### src/rtl/riscv_pkg.sv
// Shared RV32I definitions: branch function codes, control-flow opcodes and
// the state encoding of the multi-cycle PC sequencer.
package riscv_pkg;

    typedef enum logic [2:0] {
        B_EQ  = 3'b000,
        B_NE  = 3'b001,
        B_LT  = 3'b100,
        B_GE  = 3'b101,
        B_LTU = 3'b110,
        B_GEU = 3'b111
    } b_func_e;

    typedef enum logic [6:0] {
        OP_BRANCH = 7'b1100011,
        OP_JAL    = 7'b1101111,
        OP_JALR   = 7'b1100111
    } opcode_e;

    typedef enum logic [2:0] {
        S_IDLE,
        S_FETCH,
        S_EXEC,
        S_UPDATE,
        S_HALT
    } pcs_state_e;

    localparam logic [31:0] PC_STEP = 32'd4;

endpackage

### src/rtl/branch_cmp.sv
// Combinational branch condition evaluator for all RV32I b_func encodings.
module branch_cmp
    import riscv_pkg::*;
(
    input  logic [2:0]  b_func,
    input  logic [31:0] rv1,
    input  logic [31:0] rv2,
    output logic        take
);

    always_comb begin
        take = 1'b0;
        case (b_func)
            B_EQ:    take = (rv1 == rv2);
            B_NE:    take = (rv1 != rv2);
            B_LT:    take = ($signed(rv1) <  $signed(rv2));
            B_GE:    take = ($signed(rv1) >= $signed(rv2));
            B_LTU:   take = (rv1 <  rv2);
            B_GEU:   take = (rv1 >= rv2);
            default: take = 1'b0;   // 010/011 are reserved: never taken
        endcase
    end

endmodule

### src/rtl/pc_sequencer.sv
// Multi-cycle PC controller: fetch over req/ack, hold instruction during
// execution, then resolve the next PC (sequential, branch, JAL, JALR).
module pc_sequencer
    import riscv_pkg::*;
#(
    parameter logic [31:0] RESET_PC = 32'h0000_0000,
    parameter int unsigned MAX_WAIT = 255
) (
    input  logic        clk,
    input  logic        reset,
    output logic        imem_req,
    output logic [31:0] imem_addr,
    input  logic        imem_ack,
    input  logic [31:0] imem_rdata,
    output logic [31:0] instr,
    output logic        instr_valid,
    input  logic        exec_done,
    input  logic [31:0] rv1,
    input  logic [31:0] rv2,
    input  logic [31:0] imm,
    output logic [31:0] pc,
    output logic        branch_taken,
    output logic        misaligned,
    output logic        fetch_timeout
);

    pcs_state_e  state, state_nxt;
    logic [7:0]  wait_cnt;
    logic        take;
    logic        redirect;
    logic        target_bad;
    logic        timeout_hit;
    logic [31:0] target;

    branch_cmp u_branch_cmp (
        .b_func (instr[14:12]),
        .rv1    (rv1),
        .rv2    (rv2),
        .take   (take)
    );

    always_comb begin
        target   = pc + PC_STEP;
        redirect = 1'b0;
        case (instr[6:0])
            OP_BRANCH: begin
                if (take) begin
                    target   = pc + imm;
                    redirect = 1'b1;
                end
            end
            OP_JAL: begin
                target   = pc + imm;
                redirect = 1'b1;
            end
            OP_JALR: begin
                target   = (rv1 + imm) & ~32'h1;
                redirect = 1'b1;
            end
            default: ;
        endcase
    end

    assign target_bad  = |target[1:0];
    // The counter holds the number of ack-less cycles already spent, so the
    // MAX_WAIT-th such cycle is the one that gives up.
    assign timeout_hit = (wait_cnt == 8'(MAX_WAIT - 1));

    always_comb begin
        state_nxt = state;
        case (state)
            S_IDLE:   state_nxt = S_FETCH;
            S_FETCH: begin
                if (imem_ack)         state_nxt = S_EXEC;
                else if (timeout_hit) state_nxt = S_HALT;
            end
            S_EXEC:   if (exec_done) state_nxt = S_UPDATE;
            S_UPDATE: state_nxt = target_bad ? S_HALT : S_FETCH;
            S_HALT:   state_nxt = S_HALT;
            default:  state_nxt = S_IDLE;
        endcase
    end

    always_ff @(posedge clk) begin
        if (!reset) begin
            state         <= S_IDLE;
            pc            <= RESET_PC;
            instr         <= '0;
            wait_cnt      <= '0;
            branch_taken  <= 1'b0;
            misaligned    <= 1'b0;
            fetch_timeout <= 1'b0;
        end else begin
            state        <= state_nxt;
            branch_taken <= 1'b0;
            case (state)
                S_FETCH: begin
                    if (imem_ack) begin
                        instr    <= imem_rdata;
                        wait_cnt <= '0;
                    end else if (timeout_hit) begin
                        fetch_timeout <= 1'b1;
                    end else begin
                        wait_cnt <= wait_cnt + 8'd1;
                    end
                end
                S_UPDATE: begin
                    if (target_bad) begin
                        misaligned <= 1'b1;
                    end else begin
                        pc           <= target;
                        branch_taken <= redirect;
                    end
                end
                default: ;
            endcase
        end
    end

    assign imem_req    = (state == S_FETCH);
    assign imem_addr   = pc;
    assign instr_valid = (state == S_EXEC);

endmodule

### config.mk
export PLATFORM = sky130hd
export DESIGN_NAME = pc_sequencer
export DESIGN_NICKNAME = d
export VERILOG_FILES = /design/src/rtl/riscv_pkg.sv /design/src/rtl/branch_cmp.sv /design/src/rtl/pc_sequencer.sv
export SDC_FILE = /design/constraint.sdc
export NUM_CORES = 1
export LEC_CHECK = 0
export CAP_MARGIN = 20
export CORE_ASPECT_RATIO = 0.8
export CORE_MARGIN = 2
export CORE_UTILIZATION = 50
export CTS_BUF_LIST = sky130_fd_sc_hd__clkbuf_4
export CTS_CLUSTER_DIAMETER = 60
export DETAILED_ROUTE_END_ITERATION = 6
export PLACE_DENSITY_LB_ADDON = 0.1
export SLEW_MARGIN = 5
export SYNTH_ARGS = -nofsm -noshare
export SYNTH_HDL_FRONTEND = slang
export SYNTH_SLANG_ARGS = --single-unit
### constraint.sdc
create_clock -name clk -period 8.11 [get_ports clk]
set_input_delay 1.2165 -clock clk [delete_from_list [all_inputs] [get_ports clk]]
set_output_delay 1.2165 -clock clk [all_outputs]
set_load 0.01 [all_outputs]
==> results of run 1 <==
synthesized netlist by cell type, types with 13 or more instances:
master,instances
inv_1,50
dfxtp_1,78
and2_1,16
nand2_1,132
a221oi_1,13
nand3_1,26
xnor2_1,40
o21a_1,14
a21o_1,22
o21ai_0,67
nor3_1,14
nor2b_1,13
buf_4,32
nand4_1,16
nor2_1,73
xor2_1,29
a21oi_1,127
ha_1,96
clkbuf_1,28
and3_1,21
a211oi_1,20
stage by stage:
stage,area [µm²],setup slack (ps),total power (W),util [%],instances
finish,10600,3020,0.00138,66.8,1492
global route,10600,2800,0.00147,66.8,1492
CTS,10500,3130,0.00136,66.5,1490
detailed placement,10400,2630,0.00109,65.5,1474
global placement,10400,2750,0.00109,65.5,1474
floorplan,8150,3900,0.000852,-,1090
cell usage in the layout (no fill, tap or decap), types with 6 or more instances in the layout:
| master | n |
|---|---|
| a211oi_1 | 20 |
| a21o_1 | 22 |
| a21oi_1 | 127 |
| a221oi_1 | 13 |
| a222oi_1 | 6 |
| a31oi_1 | 12 |
| and2_1 | 16 |
| and3_1 | 21 |
| and4_1 | 6 |
| buf_4 | 6 |
| clkbuf_4 | 9 |
| clkdlybuf4s50_1 | 232 |
| dfxtp_1 | 78 |
| ha_1 | 96 |
| inv_1 | 50 |
| nand2_1 | 132 |
| nand2b_1 | 9 |
| nand3_1 | 26 |
| nand4_1 | 16 |
| nor2_1 | 73 |
| nor2b_1 | 13 |
| nor3_1 | 14 |
| o211ai_1 | 8 |
| o21a_1 | 14 |
| o21ai_0 | 67 |
| o22ai_1 | 6 |
| o31ai_1 | 10 |
| xnor2_1 | 40 |
| xor2_1 | 29 |
state kept, by name, indices dropped and copies added (netlist names):
register / flops
wait_cnt: 8
branch_taken: 1
state: 3
instr: 32
misaligned: 1
imem_addr: 32
fetch_timeout: 1
critical path: cells and delay by family:
kind            cells  cell delay [ps]
simple gates        5             1740
compound gates      5             1360
buf+inv             3              870
fa+ha+maj           1              280
how the worst max path moves through the flow:
stage / start / end / slack, ps / depth (start not counted)
after detailed placement: rv2[22] / imem_addr[16]$_SDFFE_PN0P_ / 2630 / 14
after global placement: rv1[0] / imem_addr[30]$_SDFFE_PN0P_ / 2750 / 13
after floorplan: rv2[23] / imem_addr[25]$_SDFFE_PN0P_ / 3900 / 13
final: rv2[22] / imem_addr[23]$_SDFFE_PN0P_ / 3020 / 14
after global routing: rv2[23] / imem_addr[23]$_SDFFE_PN0P_ / 2800 / 14
after CTS: rv2[22] / imem_addr[12]$_SDFFE_PN0P_ / 3130 / 14
cell families (layout without fill, tap and decap cells):
group	Yosys count	count (layout)	synth area share [%]
buffers and inverters	120	307	7.35
xor gates and xnor gates	69	69	7.41
DFF	78	78	19.1
adders and majority gates	98	98	15.2
AOI/OAI and AO/OA	368	368	29.5
muxes	3	3	0.368
and+or+nand+nor	354	354	21.0
per-layer routing:
metal	wire length (µm)	share of wire [%]	up-vias	GRT usage (%)
met5	0	0	-	0
met4	399	1.5	0	7.65
met3	2370	9.0	35	5.60
met2	11200	43	409	45.1
met1	12200	47	4138	41.5
li1	-	-	4363	-
power groups by stage:
stage	clock network [W]	registers, W	logic (W)
final	0.000269	0.000470	0.000644
after global routing	0.000289	0.000477	0.000709
after CTS	0.000273	0.000468	0.000620
after detailed placement	0	0.000477	0.000616
after global placement	0	0.000476	0.000611
after floorplan	0	0.000479	0.000373
cell type report:
type | count | area [µm²] | share of cell area [%]
multi-input combinational | 892 | 5990 | 56.6
clock inverter | 7 | 87.6 | 0.827
clock buffer | 9 | 67.6 | 0.638
sequential | 78 | 1560 | 14.7
tap | 215 | 269 | 2.54
timing repair buffer | 240 | 2420 | 22.9
inverter | 51 | 191 | 1.81
==> impl_metrics.env, run 1 <==
export IMPL_cp_required_ps=8510
export IMPL_htreeDepth=3
export IMPL_async_flop_share_pct=0
export IMPL_worst_setup_path_end_kind="flip-flop"
export IMPL_wl_um=26200
export IMPL_via_per_inst=6.00
export IMPL_period_share_pct=62.7
export IMPL_slew_violations=0
export IMPL_tritoncts="built"
export IMPL_hold_ws_ps=463
export IMPL_power_density_nw_per_um2=131
export IMPL_drcViolationCount=0
export IMPL_ys_warn_count=0
export IMPL_grt_usage_pct=29.2
export IMPL_gp_congestion=0.961
export IMPL_leakage_nw=4.29
export IMPL_crit_arrival_ps=5490
export IMPL_tightest_slew_ps=1090
export IMPL_synth_avg_cell_area_um2=7.48
export IMPL_hp_class="reg2reg"
export IMPL_io_pins=233
export IMPL_fin_tns_setup_ps=0
export IMPL_reg2reg_to="imem_addr[16]$_SDFFE_PN0P_"
export IMPL_internal_power_w=0.000833
export IMPL_detail_route_antenna_nets=0
export IMPL_yosys_cell_types_count=81
export IMPL_fmax_ghz=0.197
export IMPL_drive_above_1_share_pct=3.29
export IMPL_crit_chain="clkdlybuf4s50_1 > inv_1 > ha_1 > nand4_1 > or4_4 > nor3_1 > o31a_2 > o41ai_1 > or3b_2 > o21ai_1 > buf_4 > and2_1 > o31ai_1 > a21oi_1"
export IMPL_nFillCells=1382
export IMPL_start_util_pct=51.4
export IMPL_p_sw_w=0.000549
export IMPL_p_clk_share_pct=19.5
export IMPL_synth_top_cell_by_area="dfxtp_1"
export IMPL_outcome="finished, final reports clean"
export IMPL_reg2reg_depth=12
export IMPL_grt_pass1_vias=8267
export IMPL_antenna_found_initial=0
export IMPL_grt_ovfl_total=0
export IMPL_die_x_um=147
export IMPL_hold_viol=0
export IMPL_pwr_share_seq_pct=34.0
export IMPL_clock_sinks=78
export IMPL_critPathMaxStageDelay_ps=780
export IMPL_die_area_um2=17400
export IMPL_dr_pass1_iters=5
export IMPL_relSlewSlack_pct=25.5
export IMPL_coreArea_um2=15900
export IMPL_cap_violations=0
export IMPL_cts_resized=0
export IMPL_grt_max_degree=54
export IMPL_ys_seq_area_share_pct=19.1
export IMPL_core_rowCount=41
export IMPL_antennaDiodeCount=0
export IMPL_worstPathMaxFanout=16
export IMPL_die_h_um=118
export IMPL_cts_setup_buffers=0
export IMPL_worst_setup_path_type="in2reg"
export IMPL_cts_buffers=9
export IMPL_r2r_start="imem_addr[0]$_SDFFE_PN0P_"
export IMPL_hold_path_depth=2
export IMPL_skew_ps=18.1
export IMPL_power_switching_share_pct=39.7
export IMPL_setup_viol=0
export IMPL_synthToLayoutAreaGrowth_pct=29.9
export IMPL_root_buffer="clkbuf_4"
export IMPL_vdd_drop_max_mv=0.103
export IMPL_clk_latency_ps=470
export IMPL_p_comb_share_pct=46.6
export IMPL_synth_top_area_share_pct=19.1
export IMPL_postCtsHoldBufs=0
export IMPL_finalCriticalPeriod_ps=5090
export IMPL_hp_start="instr[17]$_SDFFE_PN0P_"
export IMPL_clkTransAtPathRegs_ps=150
export IMPL_nets=1502
export IMPL_synthFlopType="dfxtp_1"
export IMPL_routedWlPerCell_um=17.6
export IMPL_synth_seq_cells=78
export IMPL_slowest_stage="o21ai_1"
export IMPL_ys_top_cells_by_area="dfxtp_1 19%, ha_1 15%, a21oi_1 7.8%"
export IMPL_reg2reg_setup_slack_ps=4400
export IMPL_num_vias=8945
export IMPL_rsz0062_at_grt="false"
export IMPL_synth_edff_count=0
export IMPL_cp_start_kind="input pin"
export IMPL_syn_nets=1320
export IMPL_port_buffer_count=232
export IMPL_netlist_area_um2=8150
export IMPL_synth_cells=1090
export IMPL_cts_path_max_buffers=2
export IMPL_drt_iter0_markers=723
export IMPL_hpwl_um=20500
export IMPL_hold_end="instr[17]$_SDFFE_PN0P_"
export IMPL_grt_pass1_wl_um=41900
Power figures use the tool's default switching activity.
==> run 2, diff against run 1 <==
==> constraint.sdc (replaced) <==
create_clock -name clk -period 4.8 [get_ports clk]
set_input_delay 0.72 -clock clk [delete_from_list [all_inputs] [get_ports clk]]
set_output_delay 0.72 -clock clk [all_outputs]
set_load 0.01 [all_outputs]
==> impl_metrics.env, run 2 (synthesis gave the netlist of run 1 again) <==
export IMPL_outcome="finished, final reports clean"
export IMPL_hpwl_um=21000
export IMPL_drt_iter0_markers=740
export IMPL_gp_congestion=0.938
export IMPL_core_rowCount=41
export IMPL_cts_resized=0
export IMPL_hp_class="reg2reg"
export IMPL_clkTransAtPathRegs_ps=140
export IMPL_period_share_pct=90.2
export IMPL_cap_violations=0
export IMPL_layout_commonest_cell="clkdlybuf4s50_1"
export IMPL_port_buffer_count=232
export IMPL_reg2reg_to="imem_addr[31]$_SDFFE_PN0P_"
export IMPL_drcViolationCount=0
export IMPL_r2r_start="imem_addr[17]$_SDFFE_PN0P_"
export IMPL_grtUsageMet1_pct=42.7
export IMPL_slowest_stage="o41ai_1"
export IMPL_cts_setup_buffers=0
export IMPL_via_per_inst=5.89
export IMPL_tritoncts="built"
export IMPL_root_buffer="clkbuf_4"
export IMPL_reg2reg_setup_slack_ps=1210
export IMPL_die_x_um=147
export IMPL_hold_ws_ps=463
export IMPL_leakage_nw=4.38
export IMPL_htreeDepth=3
export IMPL_tightest_slew_ps=759
export IMPL_wl_um=26800
export IMPL_grt_usage_pct=30.1
export IMPL_worstPathMaxFanout=45
export IMPL_skew_ps=26.0
export IMPL_synthToLayoutAreaGrowth_pct=31.7
export IMPL_coreArea_um2=15900
export IMPL_grt_pass1_vias=8440
export IMPL_nets=1521
export IMPL_crit_path_start="rv2[9]"
export IMPL_crit_arrival_ps=4690
export IMPL_final_cell_mix="232 x clkdlybuf4s50_1, 132 x nand2_1, 127 x a21oi_1"
export IMPL_hold_viol=0
export IMPL_antennaDiodeCount=0
export IMPL_crit_chain="clkdlybuf4s50_1 > inv_1 > ha_1 > a21oi_1 > o21ai_0 > a311oi_1 > a31oi_1 > o41ai_1 > nand2b_1 > or4_4 > and3_1 > buf_12 > o21a_1 > o32ai_1"
export IMPL_grt_pass1_wl_um=43200
export IMPL_antenna_found_initial=0
export IMPL_power_density_nw_per_um2=219
export IMPL_slew_violations=0
export IMPL_start_util_pct=51.4
export IMPL_reg2reg_depth=11
export IMPL_rsz0062_at_grt="false"
export IMPL_grt_ovfl_total=0
export IMPL_num_vias=8900
export IMPL_io_pins=233
export IMPL_finalCriticalPeriod_ps=4330
export IMPL_clk_latency_ps=460
export IMPL_die_area_um2=17400
export IMPL_drive_above_1_share_pct=4.71
export IMPL_die_h_um=118
export IMPL_use_met2_pct=46.8
export IMPL_detail_route_antenna_nets=0
export IMPL_setup_viol=0
export IMPL_gr_usage_met3_pct=6.29
export IMPL_worst_setup_path_type="in2reg"
export IMPL_grt_max_degree=46
export IMPL_fmax_ghz=0.231
export IMPL_cp_required_ps=5160
export IMPL_relSlewSlack_pct=49.3
export IMPL_critPathMaxStageDelay_ps=560
export IMPL_busiest_layer="met2"
export IMPL_nFillCells=1399
export IMPL_clock_sinks=78
export IMPL_vdd_drop_max_mv=0.167
export IMPL_cp_start_kind="input pin"
export IMPL_postCtsHoldBufs=0
export IMPL_dr_pass1_iters=6
export IMPL_worst_setup_path_end_kind="flip-flop"
export IMPL_crit_end="imem_addr[13]$_SDFFE_PN0P_"
export IMPL_cts_path_max_buffers=2
export IMPL_routedWlPerCell_um=17.7
export IMPL_hp_start="instr[10]$_SDFFE_PN0P_"
export IMPL_fin_tns_setup_ps=0
export IMPL_cts_buffers=9
-- run 2: cell count changes in the layout (fill, tap and decap cells not counted) --
cell        change
buf_12          +1
buf_4          +18
clkinv_2        +1
clkinv_4        -1
clkinvlp_4      +1
inv_8           -1
-- run 2: critical path: cells and delay by family --
kind	cells	cell delay, ps
buffers and inverters	3	680
AND/OR/NAND/NOR	3	970
adder cells (fa/ha/maj)	1	290
AO/OA/AOI/OAI	7	2000
-- run 2: metrics by stage --
| stage | setup WS [ps] | cells | power (W) | area, µm² | util [%] |
|---|---|---|---|---|---|
| after floorplan | 1090 | 1090 | 0.00144 | 8150 | - |
| after global placement | 180 | 1493 | 0.00186 | 10500 | 66.5 |
| after detailed placement | 126 | 1493 | 0.00187 | 10500 | 66.5 |
| after CTS | 581 | 1509 | 0.00231 | 10700 | 67.4 |
| after global routing | 386 | 1511 | 0.00250 | 10700 | 67.8 |
| final | 470 | 1511 | 0.00235 | 10700 | 67.8 |
-- run 2: cell type report --
| class | count | area, µm² | share of cell area [%] |
|---|---|---|---|
| multi-input combinational | 892 | 5990 | 55.8 |
| timing repair buffer | 259 | 2580 | 24.0 |
| sequential | 78 | 1560 | 14.5 |
| tap | 215 | 269 | 2.50 |
| inverter | 51 | 191 | 1.78 |
| clock inverter | 7 | 80.1 | 0.746 |
| clock buffer | 9 | 67.6 | 0.629 |
-- run 2: worst min path at each step --
stage	slack, ps	cells past startpoint	to
floorplan	410	1	wait_cnt[6]$_SDFFE_PN0P_
global route	490	2	instr[11]$_SDFFE_PN0P_
detailed placement	450	2	instr[7]$_SDFFE_PN0P_
CTS	470	2	instr[10]$_SDFFE_PN0P_
global placement	430	1	wait_cnt[6]$_SDFFE_PN0P_
finish	460	2	instr[10]$_SDFFE_PN0P_
-- run 2: power breakdown --
part           internal, W  switching (W)
sequential        0.000713      0.0000809
clock             0.000167       0.000274
combinational     0.000539       0.000574
total              0.00142       0.000929
-- run 2: layer usage --
layer | vias to the layer above | part of all wire [%]
li1 | 4398 | -
met1 | 4096 | 46
met2 | 372 | 44
met3 | 34 | 8.3
met4 | 0 | 1.5
met5 | - | 0
